[src/rtl/osd_stm_trace_frontend.sv]
// osd_stm_trace_frontend
// Software-trace front end between a core retirement trace port and the STM.
// It detects marker instructions and pairs each with a shadow copy of a value
// register. Writebacks to that register in the same cycle are bypassed in.
// Events go into a first-word-fall-through FIFO with a valid/ready output.
// Events lost to a full FIFO are counted and reported in-band as overflow
// records, which carry id 0 and the drop count as the value.
//
// Ports:
//   clk, rst        clock; asynchronous active-high reset
//   enable          capture enable (the shadow register is always updated)
//   trace_valid     instruction retired this cycle
//   trace_insn      retired instruction word
//   trace_wben      writeback valid
//   trace_wbreg     writeback register index
//   trace_wbdata    writeback data
//   out_valid       event available at FIFO head
//   out_ready       consumer accepts head event
//   out_id          event id (0 = overflow record)
//   out_value       event value or zero-extended drop count
//   drop_count      live drop counter
module osd_stm_trace_frontend #(
  parameter int unsigned XLEN           = 32,
  parameter int unsigned REG_ADDR_WIDTH = 5,
  parameter int unsigned VALUE_REG      = 3,
  parameter logic [15:0] MARKER         = 16'h1500,
  parameter int unsigned FIFO_DEPTH     = 4,
  parameter int unsigned CNT_WIDTH      = 16
) (
  input  logic                      clk,
  input  logic                      rst,
  input  logic                      enable,
  input  logic                      trace_valid,
  input  logic [31:0]               trace_insn,
  input  logic                      trace_wben,
  input  logic [REG_ADDR_WIDTH-1:0] trace_wbreg,
  input  logic [XLEN-1:0]           trace_wbdata,
  output logic                      out_valid,
  input  logic                      out_ready,
  output logic [15:0]               out_id,
  output logic [XLEN-1:0]           out_value,
  output logic [CNT_WIDTH-1:0]      drop_count
);

  localparam int unsigned AW = (FIFO_DEPTH > 1) ? $clog2(FIFO_DEPTH) : 1;
  localparam int unsigned CW = AW + 1;
  localparam logic [CW-1:0]             DEPTH_C = CW'(FIFO_DEPTH);
  localparam logic [REG_ADDR_WIDTH-1:0] VREG    = REG_ADDR_WIDTH'(VALUE_REG);

  logic [XLEN-1:0] shadow;
  logic [15:0]     mem_id  [FIFO_DEPTH];
  logic [XLEN-1:0] mem_val [FIFO_DEPTH];
  logic [AW-1:0]   rd_ptr, wr_ptr;
  logic [CW-1:0]   count;

  logic            wb_hit, evt, pop, slot_free, push;
  logic [15:0]     push_id;
  logic [XLEN-1:0] push_val, evt_val;

  assign wb_hit  = trace_wben && (trace_wbreg == VREG);
  assign evt     = trace_valid && enable && (trace_insn[31:16] == MARKER) &&
                   (trace_insn[15:0] != '0);
  assign evt_val = wb_hit ? trace_wbdata : shadow;

  assign out_valid = (count != '0);
  assign pop       = out_valid && out_ready;
  assign slot_free = (count < DEPTH_C) || pop;

  // Head outputs are forced to zero while empty so stale entries never leak.
  assign out_id    = out_valid ? mem_id[rd_ptr]  : '0;
  assign out_value = out_valid ? mem_val[rd_ptr] : '0;

  // A pending overflow record takes the single push slot ahead of a new event,
  // which keeps the record in stream order with the events it stands for.
  always_comb begin
    push     = 1'b0;
    push_id  = '0;
    push_val = '0;
    if (slot_free) begin
      if (drop_count != '0) begin
        push     = 1'b1;
        push_val = XLEN'(drop_count);
      end else if (evt) begin
        push     = 1'b1;
        push_id  = trace_insn[15:0];
        push_val = evt_val;
      end
    end
  end

  always_ff @(posedge clk or posedge rst) begin
    if (rst) begin
      shadow     <= '0;
      drop_count <= '0;
      rd_ptr     <= '0;
      wr_ptr     <= '0;
      count      <= '0;
      for (int unsigned i = 0; i < FIFO_DEPTH; i++) begin
        mem_id[i]  <= '0;
        mem_val[i] <= '0;
      end
    end else begin
      if (wb_hit) shadow <= trace_wbdata;

      if (slot_free && (drop_count != '0))
        drop_count <= evt ? CNT_WIDTH'(1) : '0;
      else if (evt && !slot_free && (drop_count != '1))
        drop_count <= drop_count + 1'b1;

      if (push) begin
        mem_id[wr_ptr]  <= push_id;
        mem_val[wr_ptr] <= push_val;
        wr_ptr          <= wr_ptr + 1'b1;
      end
      if (pop) rd_ptr <= rd_ptr + 1'b1;

      case ({push, pop})
        2'b10:   count <= count + 1'b1;
        2'b01:   count <= count - 1'b1;
        default: count <= count;
      endcase
    end
  end

endmodule

[config.mk]
export PLATFORM = sky130hd
export DESIGN_NAME = osd_stm_trace_frontend
export DESIGN_NICKNAME = d
export VERILOG_FILES = /design/src/rtl/osd_stm_trace_frontend.sv
export SDC_FILE = /design/constraint.sdc
export NUM_CORES = 1
export LEC_CHECK = 0
export ABC_CLOCK_PERIOD_IN_PS = 7600
export CAP_MARGIN = 20
export CORE_AREA = 5 5 158 160
export DETAILED_ROUTE_END_ITERATION = 7
export DIE_AREA = 0 0 163 165
export PLACE_DENSITY_LB_ADDON = 0.25
export SLEW_MARGIN = 10
export SYNTH_ARGS = -nofsm -noshare
export SYNTH_HDL_FRONTEND = slang
export SYNTH_SLANG_ARGS = --single-unit
[constraint.sdc]
create_clock -name clk -period 7.6 [get_ports clk]
set_input_delay 1.52 -clock clk [delete_from_list [all_inputs] [get_ports clk]]
set_output_delay 1.52 -clock clk [all_outputs]
set_load 0.05 [all_outputs]
# Yosys cells after proc, flatten, opt, wreduce, memory -nomap -nowiden
# Cells that the tools add are included.
# word_totals
regBits	247
latch_bits	0
mem_bits_rw	0
mem_bits_ro	0
word_cells	73
n_memories	0
# op_classes
addsub	5
multipliers	0
div_mod_pow	0
magnitude_cmp	4
eq_ne	5
n_shift	0
muxes	28
n_bitwise	2
reduce_logical	16
# op_table
cell	n
2-to-1 mux 32 bit	8
2-to-1 mux 16 bit	9
bitwise mux 128 bit	1
binary-select mux 32 bit (select 2 bit)	1
bitwise mux 64 bit	1
demux 32 bit (select 2 bit)	1
binary-select mux 16 bit (select 2 bit)	1
demux 16 bit (select 2 bit)	1
nonzero test 16 bit	2
adder 16 x 1 -> 16 bit, second input constant	1
equality test 16 x 13 -> 1 bit, second input constant	1
!= test 16 bit, second input constant	1
logical AND 1 bit	9
>= comparator 3 bit, second input constant	2
NOT 2 -> 3 bit	2
one-hot mux 3 bit (2 select lines)	1
equality test 5 x 2 -> 1 bit, second input constant	1
adder 2 x 1 -> 2 bit, second input constant	2
2-to-1 mux 1 bit	4
nonzero test 2 bit	2
adder 3 x 1 -> 3 bit, second input constant	1
less-than comparator 3 x 1 -> 1 bit, second input constant	1
less-than comparator 3 bit, second input constant	1
nonzero test 3 bit	1
other kinds (5)	5

# Logic depth before layout (Yosys ltp)
# depth
word_depth	8
depth_mapped	14

# Least setup slack after synthesis
# Ideal clock, no wire load.
# synth_timing
kind	input to register
from	input trace_insn[11]
to	register count[2]
setup_ns	0.079
arrival_ns	3.501
setup_slack_ns	4.020
cell_stages	12
cell_sequence	nor4_1 -> nand4_1 -> a31oi_4 -> buf_4 -> nor2_1 -> inv_1 -> ha_1 -> inv_1 -> fa_1 -> xor2_1 -> nor2_1 -> xor2_1
# synth_between
elab_chain_len	7
# synth_lines
item	line_no	rtl
start: declaration	34	input logic [31:0] trace_insn,
nonzero test 16 bit (*)	62	(trace_insn[15:0] != '0);
logical AND 1 bit (*)	61	assign evt = trace_valid && enable && (trace_insn[31:16] == MARKER) &&
2-to-1 mux 1 bit (*)	83	end else if (evt) begin
2-to-1 mux 1 bit (*)	80	if (drop_count != '0) begin
2-to-1 mux 1 bit (*)	79	if (slot_free) begin
equality test 2 x 1 -> 1 bit or equality test 2 bit (tied branches)	117	case ({push, pop})
one-hot mux 3 bit (2 select lines) or nonzero test 2 bit (tied branches)	--	
end signal: assignment	118	2'b10: count <= count + 1'b1;
end signal: assignment	119	2'b01: count <= count - 1'b1;
end signal: assignment	120	default: count <= count;
end: declaration	54	logic [CW-1:0] count;
# Mark *: on every way between the ends. The rest lies on a longest branch, timed or not.
# A chain may end at the register's enable or synchronous reset.

# Worst setup path after layout
# layout_timing
from	register rd_ptr[1]
to	output out_value[12]
# layout_between
elab_chain_len	5
# layout_lines
item	line_no	rtl
start: declaration	53	logic [AW-1:0] rd_ptr, wr_ptr;
start signal: assignment	115	if (pop) rd_ptr <= rd_ptr + 1'b1;
NOT 2 -> 3 bit (not written as such)	71	assign out_value = out_valid ? mem_val[rd_ptr] : '0;
binary-select mux 32 bit (select 2 bit)	71	
2-to-1 mux 32 bit (not written as such) (2 in series)	71	
2-to-1 mux 32 bit	71	
end: declaration	41	output logic [XLEN-1:0] out_value,
# Every way passes these cells. The select of a mux whose other input is x is not followed.

==> impl_metrics.tcl <==
set metrics [dict create \
    synth-xor-area-share 0.004498 \
    synthMuxAreaShare 0.1886 \
    synth-simple-area-share 0.08942 \
    synth-edff-count 0 \
    ys_seq_elements 247 \
    wl_mm 29.55 \
    ys_warn_count 0 \
    skew_ns 0.01265 \
    synth_async_sr_flop_share 1.000 \
    drt-pass1-iter-count 5 \
    first_iter_violations 646 \
    htreeDepth 1 \
    areaGrowthSynthToFinish_pct 20.22 \
    grt_use_total 0.2200 \
    die_y_microns 165 \
    synth_cell_types 49 \
    arrival_ns 3.39 \
    synth-compound-area-share 0.1409 \
    synth.largest_area_cell "dfrtp_1" \
    post_cts_buffers 0 \
    slew_viol_final 0 \
    reg2reg_to "count[2]" \
    ys_top_cells_by_area "dfrtp_1 (53%), mux4_2 (9.3%), mux2_2 (8.6%), o21ai_0 (5.9%), o21ai_1 (5.2%)" \
    grt_pass1_vias 8741 \
    critPathMaxFanout 28 \
    n_antenna_cell 0 \
    grt_pass1_wl_mm 47.54 \
    vias_per_cell 5.971 \
    synth.yosys.seq_area_share 0.5290 \
    worst_pin_slew_ns 1.025 \
    core_sq_um 23260 \
    clock_path_buffers 3 \
    rsz0062_at_grt "false" \
    worst-endpoint-required_ns 6.08 \
    instances_no_fill 1401 \
    syn_area_sq_um 11680 \
    synth_area_per_cell_sq_um 12.11 \
    r2r_slack_ns 3.92 \
    grt_max_degree 146 \
    grt-ovfl-total 0 \
    slew_headroom 0.3169 \
    syn_inst 965 \
    critPathCaptureType "output pin" \
    dp_hpwl_mm 18.32 \
    vias 8366 \
    p_leak_nw 5.964 \
    whs_ns 0.4976 \
    place_ws_ns 2.298 \
    min_period_ns 4.914 \
    io_buffers 139 \
    cp-start-kind "flop" \
    synth_adder_area_share 0.009210 \
    clkLatencyLatePin_ns 0.52 \
    cts_tree "yes" \
    power_mw 3.137 \
    root_buffer "clkbuf_16" \
    drc_errors 0 \
    ys.flop_type "dfrtp_1" \
    placed_cells 1355 \
    detail-route-antenna-nets 0 \
    hold_viol_final 0 \
    fmaxAchievable_mhz 203.5 \
    cts_buffers 26 \
    worstSetupPathType "reg -> out" \
    status "complete, no violations" \
    fin_tns_setup_ns 0 \
    wl_per_cell_microns 21.09 \
    holdPathStages 1 \
    peakVddDrop_mv 0.1597 \
    min_to "shadow[4]" \
    final_nets 1148 \
    syn_nets 1048 \
    period_share 0.6466 \
    r2r_cells 14 \
    hold_path.class "reg -> reg" \
    place.gp.congestion 0.8055 \
    layout-drive-gt1-share 0.2301 \
    clkSinkCount 247 \
    placementRows 56 \
    fp.dieW_microns 163 \
    synth_top_cell_area_share 0.5290 \
    io_pins 140 \
    timing.rr.start "drop_count[0]" \
    synth_top_family_by_area "multiplexers" \
    initial_core_util 0.5023 \
    finalSetupViolations 0 \
    clk_pin_slew_ns 0.06 \
    cap_violations 0 \
    cts.repair.resized 0 \
    cts_hold_buf 0 \
    min_from "shadow[4]" \
    antenna_found_initial 0 \
    power.density_nw_per_um2 223.3 \
    die_area_sq_um 26900 \
    fin_ws_ns 2.686 \
]
==> worst max-delay path, cell delays in order (launching register included) <==
cell	delay, ns
dfrtp_2	0.82
buf_4	0.56
mux4_2	0.59
and2_1	0.18
clkdlybuf4s50_1	0.70
==> metrics by stage <==
step	area [sq um]	utilization
2_1_floorplan	11690	-
3_3_place_gp	13190	0.5671
3_5_place_dp	13190	0.5671
4_1_cts	14030	0.6032
5_1_grt	14050	0.6038
6_report	14050	0.6038
==> where the power goes <==
group	switching, mW	internal (mW)	leakage, nW
clock	0.507	0.739	0.417
sequential	0.126	1.36	3.39
combinational	0.203	0.199	2.16
==> worst max-delay path by stage <==
| stage | from | to | slack (ns) | cells past startpoint |
|---|---|---|---|---|
| after floorplan | rst | count[0] | 2.83 | 1 |
| after global placement | trace_insn[3] | count[2] | 2.40 | 13 |
| after detailed placement | trace_insn[3] | count[2] | 2.30 | 13 |
| after CTS | rd_ptr[1] | out_value[12] | 2.64 | 4 |
| after global routing | rd_ptr[1] | out_value[12] | 2.58 | 4 |
| final | rd_ptr[1] | out_value[12] | 2.69 | 4 |
==> cell type report <==
| type | instances | area, sq um |
|---|---|---|
| multi-input combinational | 626 | 5056 |
| sequential | 247 | 6186 |
| inverter | 10 | 41.29 |
| clock buffer | 39 | 780.7 |
| fill | 1911 | 9216 |
| tap | 319 | 399.1 |
| clock inverter | 6 | 58.81 |
| timing repair buffer | 154 | 1524 |
==> state kept, by name (all words and copies together) (netlist names) <==
signal	cells
count	3
drop_count	16
mem_id	64
mem_val	128
rd_ptr	2
shadow	32
wr_ptr	2
==> cell usage in the layout, fill, tap and decap left out, drive strengths merged <==
cell type / instances
a31oi: 1
and4bb: 1
a21oi: 15
or2: 6
and2: 51
nand3b: 1
clkdlybuf4s50: 139
clkinvlp: 1
nand2: 42
nor4bb: 1
a21o: 1
nand2b: 2
nor2: 4
dfrtp: 247
bufinv: 1
inv: 10
nor2b: 2
clkbuf: 39
and4: 1
a22o: 16
xor2: 3
nand4: 9
o31ai: 13
xnor2: 3
mux4: 48
mux2: 97
nor3: 2
nor4: 10
clkinv: 4
and3: 3
nand3: 7
or3: 4
fa: 1
buf: 15
or4: 13
o21ai: 259
a221oi: 1
ha: 7
nor4b: 2
==> cells in the mapped netlist (all sizes together), types with 2 or more instances <==
master	number
nor2b	2
or4	13
buf	41
inv	10
o21ai	259
and2	51
nor4b	2
a22o	16
and3	3
mux4	48
nand3	7
nand2b	2
or2	6
or3	4
clkbuf	41
a21oi	15
dfrtp	247
xnor2	3
xor2	3
nor2	4
o31ai	13
nor4	10
ha	7
mux2	97
nor3	2
nand4	9
nand2	42
==> per-layer routing <==
metal | global-route usage | wire length (microns)
met1 | 0.3019 | 12820
met2 | 0.3745 | 14580
met3 | 0.03269 | 1624
met4 | 0.05071 | 517
met5 | 0 | 0
==> cells by family (layout without fill, tap and decap cells) <==
kind of cell | Yosys count | after routing
simple gates | 161 | 161
xor+xnor | 6 | 6
fa+ha+maj | 8 | 8
buf+inv | 92 | 209
mux | 145 | 145
compound gates | 306 | 306
flops | 247 | 247
No activity file was read; power rests on OpenSTA's default activity.
